==> src/rtl/serial_fifo_link.sv <==
// serial_fifo_link: MSB-first serial deserializer feeding a DEPTH-entry word queue, all on clock_1MHz.
// Optional macro SFL_DROP_EN: a held word is discarded (and counted on drop_cnt) when the queue is full on a queue tick.
module serial_fifo_link #(
  parameter int WIDTH   = 8,
  parameter int DEPTH   = 8,
  parameter int DES_DIV = 10,
  parameter int Q_DIV   = 100
) (
  input  logic                       clock_1MHz,
  input  logic                       rst,
  input  logic                       data_in,
  input  logic                       write_in,
  input  logic                       dequeue_in,
  output logic                       status_out,
  output logic                       word_ack,
  output logic [WIDTH-1:0]           data_out,
  output logic [$clog2(DEPTH+1)-1:0] len_out,
  output logic                       full_out,
  output logic                       empty_out
`ifdef SFL_DROP_EN
  ,
  output logic [7:0]                 drop_cnt
`endif
);

  localparam int LW  = $clog2(DEPTH+1);
  localparam int PW  = $clog2(DEPTH);
  localparam int CW  = $clog2(WIDTH+1);
  localparam int DCW = $clog2(DES_DIV);
  localparam int QCW = $clog2(Q_DIV);

  typedef enum logic {COLLECT, HOLD} state_t;

  state_t           state, state_nxt;
  logic [DCW-1:0]   des_cnt;
  logic [QCW-1:0]   q_cnt;
  logic             des_tick, q_tick;
  logic [WIDTH-1:0] shift_reg, shift_nxt, hold_word;
  logic [CW-1:0]    bit_cnt;
  logic             bit_shift, bit_done;
  logic             push, pop, drop;
  logic [WIDTH-1:0] mem [DEPTH];
  logic [PW-1:0]    head, tail;
  logic [LW-1:0]    len_nxt;

  // Tick generation: free-running dividers, one-cycle enables, no derived clocks
  always_ff @(posedge clock_1MHz or posedge rst) begin
    if (rst) begin
      des_cnt <= '0;
      q_cnt   <= '0;
    end else begin
      des_cnt <= des_tick ? '0 : des_cnt + 1'b1;
      q_cnt   <= q_tick   ? '0 : q_cnt + 1'b1;
    end
  end

  assign des_tick = (des_cnt == DCW'(DES_DIV-1));
  assign q_tick   = (q_cnt == QCW'(Q_DIV-1));

  assign status_out = (state == COLLECT);
  assign bit_shift  = (state == COLLECT) && des_tick && write_in;
  assign bit_done   = bit_shift && (bit_cnt == CW'(WIDTH-1));
  assign shift_nxt  = {shift_reg[WIDTH-2:0], data_in};

  // A pop that tick frees the slot a full queue needs for the held word
  assign pop  = q_tick && dequeue_in && !empty_out;
  assign push = (state == HOLD) && q_tick && (!full_out || pop);
`ifdef SFL_DROP_EN
  assign drop = (state == HOLD) && q_tick && full_out && !pop;
`else
  assign drop = 1'b0;
`endif

  always_ff @(posedge clock_1MHz or posedge rst) begin
    if (rst) state <= COLLECT;
    else     state <= state_nxt;
  end

  always_comb begin
    state_nxt = state;
    case (state)
      COLLECT: if (bit_done)      state_nxt = HOLD;
      HOLD:    if (push || drop)  state_nxt = COLLECT;
      default:                    state_nxt = COLLECT;
    endcase
  end

  // Deserializer datapath
  always_ff @(posedge clock_1MHz or posedge rst) begin
    if (rst) begin
      shift_reg <= '0;
      bit_cnt   <= '0;
      hold_word <= '0;
    end else if (bit_shift) begin
      shift_reg <= shift_nxt;
      if (bit_done) begin
        hold_word <= shift_nxt;
        bit_cnt   <= '0;
      end else begin
        bit_cnt   <= bit_cnt + 1'b1;
      end
    end
  end

  always_comb begin
    len_nxt = len_out;
    case ({push, pop})
      2'b10:   len_nxt = len_out + 1'b1;
      2'b01:   len_nxt = len_out - 1'b1;
      default: len_nxt = len_out;
    endcase
  end

  // Queue: pointers wrap naturally because DEPTH is a power of two
  always_ff @(posedge clock_1MHz or posedge rst) begin
    if (rst) begin
      for (int i = 0; i < DEPTH; i++) mem[i] <= '0;
      head      <= '0;
      tail      <= '0;
      data_out  <= '0;
      word_ack  <= 1'b0;
      len_out   <= '0;
      full_out  <= 1'b0;
      empty_out <= 1'b1;
    end else begin
      word_ack <= push;
      if (push) begin
        mem[tail] <= hold_word;
        tail      <= tail + 1'b1;
      end
      if (pop) begin
        data_out <= mem[head];
        head     <= head + 1'b1;
      end
      len_out   <= len_nxt;
      full_out  <= (len_nxt == LW'(DEPTH));
      empty_out <= (len_nxt == '0);
    end
  end

`ifdef SFL_DROP_EN
  always_ff @(posedge clock_1MHz or posedge rst) begin
    if (rst)                            drop_cnt <= 8'd0;
    else if (drop && drop_cnt != 8'hFF) drop_cnt <= drop_cnt + 8'd1;
  end
`endif

endmodule

==> config.mk <==
export PLATFORM = sky130hd
export DESIGN_NAME = serial_fifo_link
export DESIGN_NICKNAME = d
export VERILOG_FILES = /design/src/rtl/serial_fifo_link.sv
export SDC_FILE = /design/constraint.sdc
export NUM_CORES = 1
export LEC_CHECK = 0
export CAP_MARGIN = 20
export CORE_ASPECT_RATIO = 0.5
export CORE_UTILIZATION = 28
export DETAILED_ROUTE_END_ITERATION = 10
export PLACE_DENSITY = 0.49
export SETUP_SLACK_MARGIN = 0.1
export SYNTH_ARGS = -nofsm -noshare
export SYNTH_HDL_FRONTEND = slang
export SYNTH_SLANG_ARGS = --single-unit
==> constraint.sdc <==
create_clock -name clock_1MHz -period 10.3 [get_ports clock_1MHz]
set_input_delay 2.06 -clock clock_1MHz [delete_from_list [all_inputs] [get_ports clock_1MHz]]
set_output_delay 2.06 -clock clock_1MHz [all_outputs]
set_load 0.02 [all_outputs]
==> results.cfg, run 1 <==
[run_status]
status = completed

[floorplanning]
io_pins = 21
die-area_mm2 = 0.0189
fp.dieW_um = 193
die_y_um = 97.7
rows = 34
initial_core_util_pct = 29.1
coreArea_mm2 = 0.0177

[critical_path]
r2r-start = q_cnt[0]$_DFF_PP0_
ff2ff_setup_slack_ps = 6910
endpoint_kind = flip-flop
r2r_end = empty_out$_DFF_PP1_
critPathKind = input pin to flip-flop
reg2reg_depth = 11
required_ps = 10620
critPathMaxFanout = 19
cp.arrival_ps = 5020
start_kind = input pin

[placement]
placed_cell_area_mm2 = 0.00559
pre_cts_ws_ps = 5270
io_buffers = 20
gp_congestion = 0.740
post-dp-hpwl_um = 6590
dp.cells = 599

[grt]
overflow = 0
grt_pass1_wl_um = 17700
grt_pass1_vias = 3096
grt_max_degree = 83
antenna_found_initial = 0
grt_use_total_pct = 12.4

[clocking]
cts_root_buffer = clkbuf_16
clkSlewWorstSetupHoldPaths_ps = 60
cts_tree = done
post-cts-setup-buffers = 0
htree_levels = 4
postCtsResizedCells = 0
numCtsBuffers = 17
holdBufCountCts = 0
clk_path_buf_depth = 2
clk-insertion-delay-late_ps = 410
clock-sinks = 116

[synth]
synth_fa_ha_area_share_pct = 1.71
synth_seq_cells = 116
syn_area_per_cell_um2 = 14.4
yosysSeqAreaShare_pct = 56.6
synth-simple-area-share_pct = 8.55
synth_top_family_by_area = multiplexers
synth_nets = 368
synth_compound_area_share_pct = 2.88
muxShareOfSynthArea_pct = 26.6
synth_warnings = 0
yosysTopAreaCell = dfrtp_1
synth_top_area_share_pct = 56.1
ys_top_cells_by_area = dfrtp_1 (56%), mux2_2 (18%), mux4_2 (7.0%), xnor2_1 (2.0%), nand2_1 (1.8%)
synth_xor_area_share_pct = 2.22
syn_area_mm2 = 0.00513
syn_inst = 356
ys_types = 43

[power_and_ir_drop]
power.total_mw = 1.04
ir_worst_vdd_v = 0.000121
p_leak_nw = 2.81
power-per-cell-area_mw_per_mm2 = 169

[final_layout]
n_fill_cell = 1735
reg_top3 = mem x64, data_out x8, hold_word x8
final_cell_mix = dfrtp_1 (115), mux2_2 (82), nand2_1 (25), clkdlybuf4s50_1 (20), clkbuf_16 (17)
largest_register = mem
post-route-util_pct = 34.9
nNetsFinal = 397
syn2layout_area_growth_pct = 20.2
diodes = 0
stdcell_area_mm2 = 0.00617
final_cells = 632
largest_register_ff_count = 64
drive_gt1_share_pct = 36.2
final_common_cell = dfrtp_1
multi_input_area_mm2 = 0.00215
seqCellArea_mm2 = 0.00290

[sta]
rsz0062_at_grt = false
worst_pin_slew_ps = 946
timing.final.hold_violations = 0
setup_viol = 0
max_freq_ghz = 0.213
drv_slew = 0
relSlewSlack_pct = 37.0
fin_crit_sh_pct = 45.7
whs_ps = 470
tns_ps = 0
setup_slack_ps = 5600
layout_min_cycle_time_ps = 4700
finalClockSkew_ps = 13.8

[route]
drt_pre_antenna_iters = 6
postRouteAntennaNets = 0
wl_met1_um = 5370
wl_met3_um = 240
first_iter_violations = 183
via_count = 2894
drt_wl_total_um = 10400
top_layer = met4
remaining_drc_errors = 0
wl_met2_um = 4650
routed_via_density = 4.58
avgRoutedWirePerCell_um = 16.5

[hold_path]
hp-class = flip-flop to flip-flop
min-delay-start = q_cnt[0]$_DFF_PP0_
whs_path_depth = 1
whs_endpoint = q_cnt[0]$_DFF_PP0_

[run]
max_cap_viol_count = 0
[power by group]
group          internal [mW]  total (mW)  switching (mW)
clock                  0.322       0.545           0.223
combinational         0.0136      0.0330          0.0194
sequential             0.461       0.465         0.00387
total                  0.797        1.04           0.246
[synthesized netlist by cell type, drive strengths merged]
| cell | number |
|---|---|
| a2111o | 1 |
| a211o | 2 |
| a211oi | 1 |
| a21o | 1 |
| a21oi | 4 |
| a2bb2oi | 1 |
| and3 | 1 |
| and3b | 1 |
| and4 | 1 |
| buf | 8 |
| clkbuf | 5 |
| dfrtp | 115 |
| dfstp | 1 |
| ha | 7 |
| inv | 6 |
| mux2 | 82 |
| mux2i | 8 |
| mux4 | 16 |
| nand2 | 25 |
| nand2b | 3 |
| nand3 | 7 |
| nand4 | 2 |
| nand4b | 3 |
| nand4bb | 1 |
| nor2 | 9 |
| nor2b | 4 |
| nor3 | 3 |
| nor3b | 2 |
| nor4 | 1 |
| nor4b | 2 |
| nor4bb | 1 |
| o21ai | 15 |
| or2 | 1 |
| or3 | 2 |
| or4 | 1 |
| xnor2 | 12 |
| xor2 | 1 |
[area by class of cell]
cell class,instances,share of cell area (%)
repair buffers,23,3.94
clock inverters,13,1.60
clock buffers,19,7.34
well taps,234,4.75
flip-flops and latches,116,47.1
multi-input cells,221,34.9
inverters,6,0.406
[per-layer routing]
layer / vias to the layer above / global-route usage, %
li1: 1350 / -
met1: 1496 / 17.5
met4: 0 / 6.09
met3: 16 / 2.42
met2: 32 / 18.3
met5: - / 0
[worst max-delay path: stages]
cell	delay (ps)
clkdlybuf4s50_1	460
nand2b_1	90
or3_1	580
inv_1	220
ha_1	280
xor2_1	200
ha_1	270
nor3b_1	270
nor2_1	90
a211o_1	290
a211oi_1	200
[worst max path at each step]
stage	start	endpoint	cells after the start
2_1_floorplan	rst	bit_cnt[0]$_DFFE_PP0P_	1
3_3_place_gp	dequeue_in	empty_out$_DFF_PP1_	11
3_5_place_dp	dequeue_in	empty_out$_DFF_PP1_	11
4_1_cts	dequeue_in	empty_out$_DFF_PP1_	11
5_1_grt	dequeue_in	empty_out$_DFF_PP1_	11
6_report	dequeue_in	empty_out$_DFF_PP1_	11
[cells by family after synthesis]
| kind of cell | count (synthesis) |
|---|---|
| buffers and inverters | 19 |
| and+or+nand+nor | 70 |
| muxes | 106 |
| DFF | 116 |
| xor gates and xnor gates | 13 |
| AOI/OAI and AO/OA | 25 |
| adders and majority gates | 7 |
Note: power is estimated with default switching activity, not from simulation.
==> inputs of run 2 (changes only) <==
- clock period: 10.3 -> 4.59 ns (I/O delays scaled with it)
==> run 2 against run 1 <==
The flow now finishes with violations (design-rule violations). Cell count increased by 0.32%. First-iteration DRC count decreased by 19%. Non-clock buffer count increased by 2. Clock power increased by 150%. Core utilization increased by 0.30 points. Worst setup slack got worse by 4500 ps. Power increased by 140%. Clock skew decreased by 3.7 ps. Register-to-register slack got worse by 5700 ps. Critical path depth unchanged. Sequential power increased by 130%. Hold slack improved by 3.6 ps. Critical path type unchanged. Largest power group unchanged.
==> results.cfg, run 2 (synthesis results as in run 1) <==
[run_status]
status = complete, but fails checks
violations = design-rule violations

[grt]
met2_usage_pct = 17.9
gr-usage-met1_pct = 16.1
grt_pass1_wl_um = 16800
grt-busiest-layer = met2
grt_use_total_pct = 11.8
grt_max_degree = 62
overflow = 0
antenna_found_initial = 0
grt_pass1_vias = 3005
met3_usage_pct = 2.69

[route]
first_iter_violations = 149
via_count = 2870
avgRoutedWirePerCell_um = 15.9
postRouteAntennaNets = 0
drt_wl_total_um = 10100
routed_via_density = 4.53
drt_pre_antenna_iters = 9
remaining_drc_errors = 1

[critical_path]
reg2reg_depth = 11
required_ps = 4910
critPathKind = input pin to flip-flop
cp.arrival_ps = 3830
start_kind = input pin
endpoint_kind = flip-flop
critPathMaxFanout = 19

[clocking]
clkSlewWorstSetupHoldPaths_ps = 60
postCtsResizedCells = 0
clk_path_buf_depth = 2
holdBufCountCts = 0
cts_tree = done
numCtsBuffers = 17
clk-insertion-delay-late_ps = 410
htree_levels = 4
clock-sinks = 116
post-cts-setup-buffers = 0
cts_root_buffer = clkbuf_16

[power_and_ir_drop]
combPwrFrac_pct = 2.8
switching_share_pct = 21.2
netSwitchingPower_mw = 0.522
clkPwrFrac_pct = 54.8
p_int_mw = 1.95
p_leak_nw = 2.85
ir_worst_vdd_v = 0.000228
power-per-cell-area_mw_per_mm2 = 397
p_seq_share_pct = 42.4

[final_layout]
nNetsFinal = 399
final_common_cell = dfrtp_1
final_cell_mix = dfrtp_1 (115), mux2_2 (82), nand2_1 (25), clkdlybuf4s50_1 (20), clkbuf_16 (17)
diodes = 0
largest_register_ff_count = 64
reg_top3 = mem x64, data_out x8, hold_word x8
largest_register = mem
syn2layout_area_growth_pct = 21.2
drive_gt1_share_pct = 36.3
n_fill_cell = 1691

[sta]
timing.final.hold_violations = 0
rsz0062_at_grt = false
fin_crit_sh_pct = 76.5
tns_ps = 0
layout_min_cycle_time_ps = 3510
drv_slew = 0
setup_slack_ps = 1080
worst_pin_slew_ps = 978
setup_viol = 0
max_freq_ghz = 0.285
relSlewSlack_pct = 34.8
finalClockSkew_ps = 10.1

[run]
max_cap_viol_count = 0

[floorplanning]
initial_core_util_pct = 29.1
die_y_um = 97.7
die-area_mm2 = 0.0189
fp.dieW_um = 193
rows = 34
coreArea_mm2 = 0.0177
io_pins = 21

[placement]
pre_cts_ws_ps = 664
post-dp-hpwl_um = 6610
gp_congestion = 0.713
io_buffers = 20

[hold_path]
hp-class = flip-flop to flip-flop
whs_path_depth = 1
-- run 2: critical path, cell delays in order --
cell and delay (ps):
clkdlybuf4s50_1 460, nand2b_1 80, or3_1 590, inv_1 230, ha_1 270, xor2_1 170, ha_1 250, nor3b_1 260
nor2_1 90, a211o_1 280, a211oi_1 220
-- run 2: metal layers --
metal | wire [um] | share of wire [%]
met1 | 5070 | 50
met2 | 4570 | 45
met3 | 252 | 2.5
met4 | 168 | 1.7
met5 | 0 | 0
-- run 2: layout make-up --
type	count	area [um2]	area share (%)
tap	234	293	4.71
inverter	6	25.0	0.402
timing repair buffer	25	238	3.82
sequential	116	2900	46.7
clock inverter	12	153	2.45
clock buffer	20	457	7.34
multi-input combinational	221	2150	34.6
-- run 2: final timing paths --
path | from | endpoint | slack, ps
max | dequeue_in | empty_out$_DFF_PP1_ | 1080
min | q_cnt[0]$_DFF_PP0_ | q_cnt[0]$_DFF_PP0_ | 470
max reg2reg | q_cnt[0]$_DFF_PP0_ | empty_out$_DFF_PP1_ | 1220
min reg2reg | q_cnt[0]$_DFF_PP0_ | q_cnt[0]$_DFF_PP0_ | 470
max in group asynchronous | rst | hold_word[6]$_DFFE_PP0P_ | 2760
min in group asynchronous | rst | des_cnt[2]$_DFF_PP0_ | 1000
-- run 2: per-stage QoR --
stage | util, % | hold slack [ps] | instance area [um2] | cells | total power [mW]
5_1_grt | 35.2 | 484 | 6220 | 634 | 2.57
3_3_place_gp | 31.8 | 455 | 5610 | 602 | 1.14
4_1_cts | 35.2 | 475 | 6220 | 634 | 2.51
3_5_place_dp | 31.8 | 467 | 5610 | 602 | 1.14
2_1_floorplan | - | 433 | 5130 | 356 | 1.11
6_report | 35.2 | 473 | 6220 | 634 | 2.47
-- run 2: power by group through the flow --
stage / Sequential, mW / Clock (mW) / Combinational [mW]
finish: 1.05 / 1.35 / 0.0690
detailed placement: 1.07 / 0 / 0.0719
global placement: 1.06 / 0 / 0.0718
CTS: 1.05 / 1.39 / 0.0722
global route: 1.05 / 1.44 / 0.0783
floorplan: 1.07 / 0 / 0.0422
